$ cat config.mk
export PLATFORM = sky130hd
export DESIGN_NAME = pc_fetch_unit
export DESIGN_NICKNAME = d
export VERILOG_FILES = /design/src/rtl/risc_pkg.sv /design/src/rtl/pc_next_sel.sv /design/src/rtl/pc_fetch_unit.sv
export SDC_FILE = /design/constraint.sdc
export NUM_CORES = 1
export LEC_CHECK = 0
export CAP_MARGIN = 20
export CORE_ASPECT_RATIO = 1.1
export CORE_MARGIN = 2
export CORE_UTILIZATION = 35
export CTS_CLUSTER_SIZE = 28
export DETAILED_ROUTE_END_ITERATION = 8
export PLACE_DENSITY_LB_ADDON = 0.1
export SYNTH_ARGS = -nofsm -noshare
export SYNTH_HDL_FRONTEND = slang
export SYNTH_HIERARCHICAL = 1
export SYNTH_SLANG_ARGS = --single-unit
export TNS_END_PERCENT = 20
$ cat constraint.sdc
create_clock -name clk -period 2.5 [get_ports clk]
set_clock_uncertainty 0.15 [all_clocks]
set_input_delay 0.375 -clock clk [delete_from_list [all_inputs] [get_ports clk]]
set_output_delay 0.375 -clock clk [all_outputs]
set_load 0.02 [all_outputs]
$ cat src/rtl/risc_pkg.sv
// Shared fetch-stage definitions: default widths, reset vector, PC step and the
// RUN/HALT state type.
package risc_pkg;

    localparam int unsigned ADDR_W     = 32;
    localparam int unsigned INSTR_W    = 32;
    localparam logic [31:0] RESET_ADDR = 32'h0000_0000;
    localparam logic [31:0] PC_INC     = 32'd4;

    typedef enum logic {
        RUN  = 1'b0,
        HALT = 1'b1
    } fetch_state_t;

endpackage

$ cat src/rtl/pc_next_sel.sv
// Combinational next-PC mux: aligned branch target, sequential +4, or hold,
// together with the misaligned-target fault flag.
module pc_next_sel
    import risc_pkg::*;
#(
    parameter int unsigned ADDR_W = risc_pkg::ADDR_W
) (
    input  logic [ADDR_W-1:0] pc,
    input  logic              sel_branch,
    input  logic              sel_inc,
    input  logic [ADDR_W-1:0] branch_target,
    output logic [ADDR_W-1:0] next_pc,
    output logic              fault
);

    always_comb begin
        next_pc = pc;
        fault   = 1'b0;
        if (sel_branch) begin
            // Low bits are dropped, not trapped: the redirect still happens.
            next_pc = {branch_target[ADDR_W-1:2], 2'b00};
            fault   = |branch_target[1:0];
        end else if (sel_inc) begin
            next_pc = pc + ADDR_W'(PC_INC);
        end
    end

endmodule

$ cat src/rtl/pc_fetch_unit.sv
// Program counter and IF/ID register feeding decode, with branch redirect/flush,
// stall hold and a RUN/HALT control state.
module pc_fetch_unit
    import risc_pkg::*;
#(
    parameter int unsigned ADDR_W            = risc_pkg::ADDR_W,
    parameter int unsigned INSTR_W           = risc_pkg::INSTR_W,
    parameter logic [ADDR_W-1:0] RESET_ADDR  = ADDR_W'(risc_pkg::RESET_ADDR)
) (
    input  logic               clk,
    input  logic               rst,
    input  logic               stall,
    input  logic               branch_taken,
    input  logic [ADDR_W-1:0]  branch_target,
    input  logic               halt_req,
    input  logic               resume,
    input  logic [INSTR_W-1:0] instruction_in,
    output logic [ADDR_W-1:0]  address_out,
    output logic [INSTR_W-1:0] instr_out,
    output logic [ADDR_W-1:0]  pc_out,
    output logic               instr_valid,
    output logic               halted,
    output logic               align_fault
);

    fetch_state_t      state;
    logic              running;
    logic              sel_branch;
    logic              sel_inc;
    logic [ADDR_W-1:0] next_pc;
    logic              fault_next;

    always_comb begin
        running    = (state == RUN);
        sel_branch = running && branch_taken;
        sel_inc    = running && !branch_taken && !halt_req && !stall;
    end

    pc_next_sel #(
        .ADDR_W (ADDR_W)
    ) u_next_sel (
        .pc            (address_out),
        .sel_branch    (sel_branch),
        .sel_inc       (sel_inc),
        .branch_target (branch_target),
        .next_pc       (next_pc),
        .fault         (fault_next)
    );

    always_ff @(posedge clk) begin
        if (rst) begin
            state       <= RUN;
            address_out <= RESET_ADDR;
            instr_out   <= '0;
            pc_out      <= '0;
            instr_valid <= 1'b0;
            halted      <= 1'b0;
            align_fault <= 1'b0;
        end else begin
            // next_pc already encodes hold when neither select is active.
            address_out <= next_pc;
            align_fault <= fault_next;
            case (state)
                RUN: begin
                    if (branch_taken) begin
                        instr_valid <= 1'b0;
                        if (halt_req) begin
                            state  <= HALT;
                            halted <= 1'b1;
                        end
                    end else if (halt_req) begin
                        state       <= HALT;
                        halted      <= 1'b1;
                        instr_valid <= 1'b0;
                    end else if (!stall) begin
                        instr_out   <= instruction_in;
                        pc_out      <= address_out;
                        instr_valid <= 1'b1;
                    end
                end
                HALT: begin
                    instr_valid <= 1'b0;
                    if (resume && !halt_req) begin
                        state  <= RUN;
                        halted <= 1'b0;
                    end
                end
                default: begin
                    state  <= RUN;
                    halted <= 1'b0;
                end
            endcase
        end
    end

endmodule

==> results of run 1 <==
routing by layer:
metal	track usage	up-vias	routed length, um
met5	0	-	0
met4	0.06520	0	219
met3	0.03873	15	548
met2	0.2992	106	6564
met1	0.2159	2023	6188
li1	-	2212	-
path summary, 6_finish.rpt:
path,cells past startpoint,endpoint,startpoint
max,7,address_out[22]$_SDFF_PP0_,state$_SDFF_PP0_
min,2,instr_valid$_SDFFE_PP0P_,stall
max reg2reg,7,address_out[22]$_SDFF_PP0_,state$_SDFF_PP0_
min reg2reg,2,instr_valid$_SDFFE_PP0P_,instr_valid$_SDFFE_PP0P_
per-stage QoR:
stage                     instances  area (um2)
after floorplan                 541        4981
final                           916        7325
after detailed placement        898        6963
after CTS                       913        7274
after global placement          898        6963
after global routing            916        7325
timing repair:
action	in CTS	in global routing
pin swaps	2	5
setup buffers	0	2
gates resized for setup	3	8
endpoints found under the setup margin	6	8
cloned	0	1
hold endpoints to repair	0	0
critical path: stages (launching register included):
cell	delay [ns]
dfxtp_2	0.34
nor4_4	0.37
buf_4	0.17
nand4_1	0.09
or3_4	0.44
or4_1	0.51
a31oi_1	0.17
nor2b_1	0.13
final cells by class:
cell class              instances  area, um2
clock buffers                  14      274.0
clock inverters                 1      30.03
fillers                      1361       6526
inverters                       8      30.03
multi-input cells             397       2736
flip-flops and latches        100       2003
well taps                     188      235.2
repair buffers                208       2016
registers in the layout, indices dropped and copies added, names as in the netlist:
register / cells
align_fault: 1
state: 1
instr_out: 32
pc_out: 32
halted: 1
instr_valid: 1
address_out: 32
power groups by stage:
stage                     combinational, uW  clock (uW)  sequential (uW)
after detailed placement                613           0             1740
after global placement                  605           0             1740
after floorplan                         230           0             1810
after CTS                               615        1490             1700
final                                   609        1450             1700
after global routing                    658        1550             1710
logic make-up after synthesis:
logic type                 Yosys count  share of synthesized area
AOI/OAI and AO/OA                   45                    0.05808
DFF                                100                     0.4023
buffers and inverters               45                    0.05431
adders and majority gates            1                   0.002514
xor gates and xnor gates            12                    0.02112
muxes                               65                     0.1308
and+or+nand+nor                    273                     0.3309
layout by cell type (no fill, tap or decap), types with 3 or more instances in the layout:
cell type,synthesis,final
a31oi_1,12,12
buf_4,1,38
clkbuf_16,0,9
clkbuf_8,0,3
clkdlybuf4s50_1,0,164
dfxtp_1,100,99
inv_1,8,8
mux2i_1,65,65
nand2_1,30,30
nand2b_1,130,130
nand3_1,14,13
nand3_2,2,3
nand4_1,6,6
nor2_1,16,16
nor2b_1,38,36
o211ai_1,5,5
o21ai_0,13,13
o31ai_1,10,10
or4_1,16,16
or4_2,3,3
or4_4,2,3
xnor2_1,7,7
xor2_1,5,5
==> results.md, run 1 <==
* Final design utilization at 0.5288
* Routability cong. at around 0.75
* Hold Slack at 0.1692 ns
* Vias at between 4k and 5k
* Largest net degree at the start of global routing at just under 80
* Vias in the first global route at roughly 4.2k
* Crit path DAT at 2.57 ns
* Max Freq at ~400 MHz
* Clock transition at path regs at ~0.070 ns
* Total power at around 3800 uW
* Place WS at -0.4190 ns
* Yosys warns at 6
* TritonRoute pass-1 iters at 4
* CTS tree: yes
* P&R area growth vs syn at 47.20%
* Rel. slew slack at 0.5735
* Ys flop type: dfxtp_1
* Slew @ Worst Pin at between 0.6 and 0.7 ns
* # diodes at 0
* Post-Syn Instances at 541
* Vias/cell at ~4.8
* DIE WIDTH at between 100 and 150 um
* Slew Limit Fails at 0
* Commonest cells post-synth: nand2b_1 (130), dfxtp_1 (100), mux2i_1 (65)
* DRT antenna net count at 0
* # port buffers at ~170
* Clk pwr share at 0.386
* Fin crit share at 0.9734
* Tot GR Track Use at 0.1744
* Flop-to-flop setup slack at between 0.06 and 0.07 ns
* # DRC at 0
* Row cnt at 45
* Post-synth ARST share at 0
* Post-DP HPWL at 9611 um
* Distinct cells, synth at 39
* Pleak at 0.002505 uW
* Post-route setup slack at ~0.067 ns
* Switching share of total power at 0.2438
* Max-cap violations at 0
* Sequential element share of the synthesized area at 0.4023
* First-pass GRT wire length at around 21,000 um
* Critical Path RT at 2.64 ns
* Die H at approximately 130 um
* Total gr overflow at 0
* Num CTS Buffers at 9
* Drt total wl at 13,520 um
* # setup viols final at 0
* RSZ-0062 raised after global routing: true
* Final min period at 2.433 ns
* Result of the run: finished clean
* Cell internal pwr at roughly 2800 uW
* Worst IR drop on VDD at between 0.2 and 0.3 mV
* Post-synth top area cell: dfxtp_1
* Critical path class: reg -> reg
* Yosys top cell area share at 0.4023
* Worst-Skew Late Latency at 0.35 ns
* P_sw at 917.7 uW
* Hold Vio Cnt, Final at 0
* Largest cells by area after synthesis: dfxtp_1 (40%), nand2b_1 (16%), mux2i_1 (13%)
* Most common cell in the netlist: nand2b_1
* CP Launch Type: flip-flop
* Iteration-0 DRC count of the detailed router at ~190
* Max Buffers Root-to-Sink at 2
* CTS Sinks at 100
* Final #Nets at 795
* Root Buffer: clkbuf_16
* CP Capture Type: flip-flop
* Synthesized Nets at between 600 and 700
* Logic gate share of total power at 0.162
* CP max FO at 8
* Hold/Removal Path Class: in -> reg
* Drt wl/cell at roughly 15 um
* I/O pin cnt at between 150 and 200
* H-tree depth at 3
* Initial core utilization at 0.3593
* EDFF count, synth at 0
* Pwr/cell area at 513.9 nW/um2
* Flop pwr share at 0.453
* FF+latch count, synth at 100
* Share of layout cells above drive strength 1 at 0.09890
* Core Box Area at ~14,000 um2
* Synth Cell Area at between 4000 and 5000 um2
* Die area at 15,190 um2
* Initial antenna violation count at 0
* CTS Hold Bufs at 0
* Setup tns final at 0 ns
* Syn_area_per_cell at approximately 9.2 um2
Note: power is estimated with default switching activity, not from simulation.
==> inputs of run 2 (changes only) <==
Settings changed: CAP_MARGIN 20 to 5, SYNTH_HIERARCHICAL 1 to not set.
==> results.md, run 2 <==
* Result of the run: finished clean
* Hold/Removal Path Class: reg -> reg
* Final design utilization at 0.5626 (+0.03381)
* Vias at 4,276 (-1.8%)
* # DRC at 0 (unchanged)
* # port buffers at 164 (-2.4%)
* Max Buffers Root-to-Sink at 2 (unchanged)
* Slew Limit Fails at 0 (unchanged)
* Drt wl/cell at 14.58 um (-1.2%)
* Drt total wl at 12,500 um (-7.6%)
* DIE WIDTH at 106.4 um (-9.6%)
* # diodes at 0 (unchanged)
* CTS tree: yes
* Post-Syn Instances at 520 (-3.9%)
* Die H at 116.6 um (-9.6%)
* Clock transition at path regs at 0.07 ns (about the same)
* Synth Cell Area at 4036 um2 (-19%)
* Ys flop type: dfxtp_1
* Yosys top cell area share at 0.4761 (+0.07382)
* Total gr overflow at 0 (unchanged)
* Post-synth top area cell: dfxtp_1
* Distinct cells, synth at 44 (+13%)
* Setup tns final at 0 ns (unchanged)
* Root Buffer: clkbuf_16
* CTS Hold Bufs at 0 (unchanged)
* Cell mode on critical path: or4_4
* Syn_area_per_cell at 7.762 um2 (-16%)
* Delay of the slowest critical-path stage at 0.58 ns (+0.07 ns)
* Most common cell in the netlist: nand2_1
* Post-synth ARST share at 0 (unchanged)
* Iteration-0 DRC count of the detailed router at 199 (+3.6%)
* Crit path DAT at 2.54 ns (-0.03 ns)
* CP Launch Type: input port
* Final min period at 2.428 ns (-0.005613 ns)
* Worst IR drop on VDD at 0.3295 mV (+27%)
* CP Capture Type: flip-flop
* Largest cells by area after synthesis: dfxtp_1 (48%), nand2_1 (13%), a21oi_1 (9.5%)
* EDFF count, synth at 0 (unchanged)
* Die area at 12,410 um2 (-18%)
* Flop-to-flop setup slack at 0.17 ns (+0.10 ns)
* FF-to-FF Start: address_out[2]$_SDFFE_PP0P_
* Critical path cell sequence: clkdlybuf4s50_1, or4_4, or4_4, buf_4, nor3_2, xnor2_1, a211oi_1
* Slew @ Worst Pin at 0.5461 ns (-0.09372 ns)
* Post-DP HPWL at 9043 um (-5.9%)
* CP max FO at 3 (-5)
* Largest register by flop count: instr_out
* Max-cap violations at 0 (unchanged)
* Fin crit share at 0.9711 (-0.002245)
* Rel. slew slack at 0.6326 (+0.05912)
* Layout Cells excl Fill at 857 (-6.4%)
* Commonest non-fill, non-tap cells in the layout: clkdlybuf4s50_1 (163), nand2_1 (144), dfxtp_1 (96)
* Sequential element share of the synthesized area at 0.4761 (+0.07382)
* Core Box Area at 11,340 um2 (-18%)
* Yosys warns at 0 (-6)
* Fill cells at 1,057 (-22%)
* Worst-Skew Late Latency at 0.34 ns (about the same)
* TritonRoute pass-1 iters at 4 (unchanged)
* Max Freq at 411.9 MHz (+0.23%)
* Critical Path RT at 2.61 ns (-0.03 ns)
* H-tree depth at 3 (unchanged)
* CTS Sinks at 96 (-4.0%)
* Row cnt at 41 (-8.9%)
* Hold Crit Depth at 2 (unchanged)
* Commonest cells post-synth: nand2_1 (144), dfxtp_1 (96), a21oi_1 (77)
* Max reg flops at 32
* First-pass GRT wire length at 19,940 um (-6.7%)
* FF+latch count, synth at 96 (-4.0%)
* Num CTS Buffers at 9 (unchanged)
* Initial core utilization at 0.3560 (-0.003228)
* Critical path class: in -> reg
* Largest regs: instr_out x32, address_out x30, pc_out x30
* Routability cong. at 0.8098 (+7.6%)
* Placed Cells incl. Taps at 841 (-6.3%)
* Hold path start: pc_out[24]$_SDFFE_PP0P_
* Worst r2r dst: address_out[28]$_SDFFE_PP0P_
* Final #Nets at 773 (-2.8%)
* Vias in the first global route at 4,045 (-4.8%)
* Vias/cell at 4.989 (+4.9%)
* Largest net degree at the start of global routing at 46 (-40%)
* I/O pin cnt at 169 (unchanged)
* Commonest non-fill, non-tap cell in the layout: clkdlybuf4s50_1
* Pleak at 0.002212 uW (-12%)
* Initial antenna violation count at 0 (unchanged)
* Stages on worst setup path at 7 (unchanged)
* Worst hold endpoint: pc_out[24]$_SDFFE_PP0P_
* R2R depth at 6 (-1)
* Setup bufs post-CTS at 0 (unchanged)
* CP delay by family, top: simple AND/OR/NAND/NOR gates
* Pwr/cell area at 572.2 nW/um2 (+11%)
* RSZ-0062 raised after global routing: false
* Hold Vio Cnt, Final at 0 (unchanged)
* # setup viols final at 0 (unchanged)
* Share of layout cells above drive strength 1 at 0.09760 (-0.001306)
* Crit-path slowest cell: or4_4
* P&R area growth vs syn at 58.03%
* Tot GR Track Use at 0.2001 (+0.02573)
* Critical path buffers and inverters at 2 (+1)
* DRT antenna net count at 0 (unchanged)
run 2: cell types whose count changed after synthesis, sizes merged, moves of 18 or more:
cell    before  now
nor2b       38    1
a21oi        2   77
or4         21    3
mux2i       65    0
nand2b     130    2
nand2       30  144
run 2: cells by family after synthesis:
family          after synthesis  synth area share
compound gates              118            0.1702
xor+xnor                     14           0.03038
fa+ha+maj                     1          0.003099
buf+inv                      46           0.04681
flops                        96            0.4761
other cells                   1         0.0009291
simple gates                244            0.2725
run 2: repair_timing:
action,in CTS,in global routing
gates resized for setup,0,1
endpoints found under the setup margin,0,2
hold endpoints to repair,0,0
run 2: worst min-delay path, cell delays in order, from the launching register on:
cell and delay [ns]:
dfxtp_1 0.31, nand2_1 0.05, a21oi_1 0.05
run 2: routing by layer:
layer	vias up	global-route usage	share of wire
met2	128	0.3376	0.49
met3	19	0.04632	0.064
met5	-	0	0
met1	1987	0.2485	0.43
met4	0	0.07982	0.018
li1	2142	-	-
run 2: area by class of cell:
cell class,instances,area [um2],area share
sequential,96,1922,0.3013
tap,150,187.7,0.02942
multi-input combinational,381,1947,0.3052
clock inverter,4,51.30,0.008042
timing repair buffer,208,1982,0.3107
inverter,6,22.52,0.003531
clock buffer,12,266.5,0.04178
run 2: worst max-delay path by stage:
stage	from	slack, ns	endpoint
2_1_floorplan	branch_taken	0.16	address_out[18]$_SDFFE_PP0P_
3_3_place_gp	branch_taken	-0.26	address_out[22]$_SDFFE_PP0P_
3_5_place_dp	branch_taken	-0.32	address_out[20]$_SDFFE_PP0P_
4_1_cts	branch_taken	0.05	address_out[20]$_SDFFE_PP0P_
5_1_grt	branch_taken	0.002	address_out[20]$_SDFFE_PP0P_
6_report	branch_taken	0.07	address_out[20]$_SDFFE_PP0P_
run 2: power breakdown:
group / switching [uW] / internal [uW] / leakage (uW)
Sequential: 52.4 / 1590 / 0.000782
Combinational: 273 / 288 / 0.00128
Clock: 590 / 858 / 0.000155
run 2: through the flow:
stage	hold slack [ns]	setup WS, ns	cell area, um2	power, uW
after floorplan	0.3006	0.1605	4048	1914
after global placement	0.2911	-0.2629	6057	2232
after detailed placement	0.2970	-0.3162	6057	2239
after CTS	0.3041	0.04636	6375	3687
after global routing	0.3201	0.002441	6379	3786
final	0.3017	0.07214	6379	3650
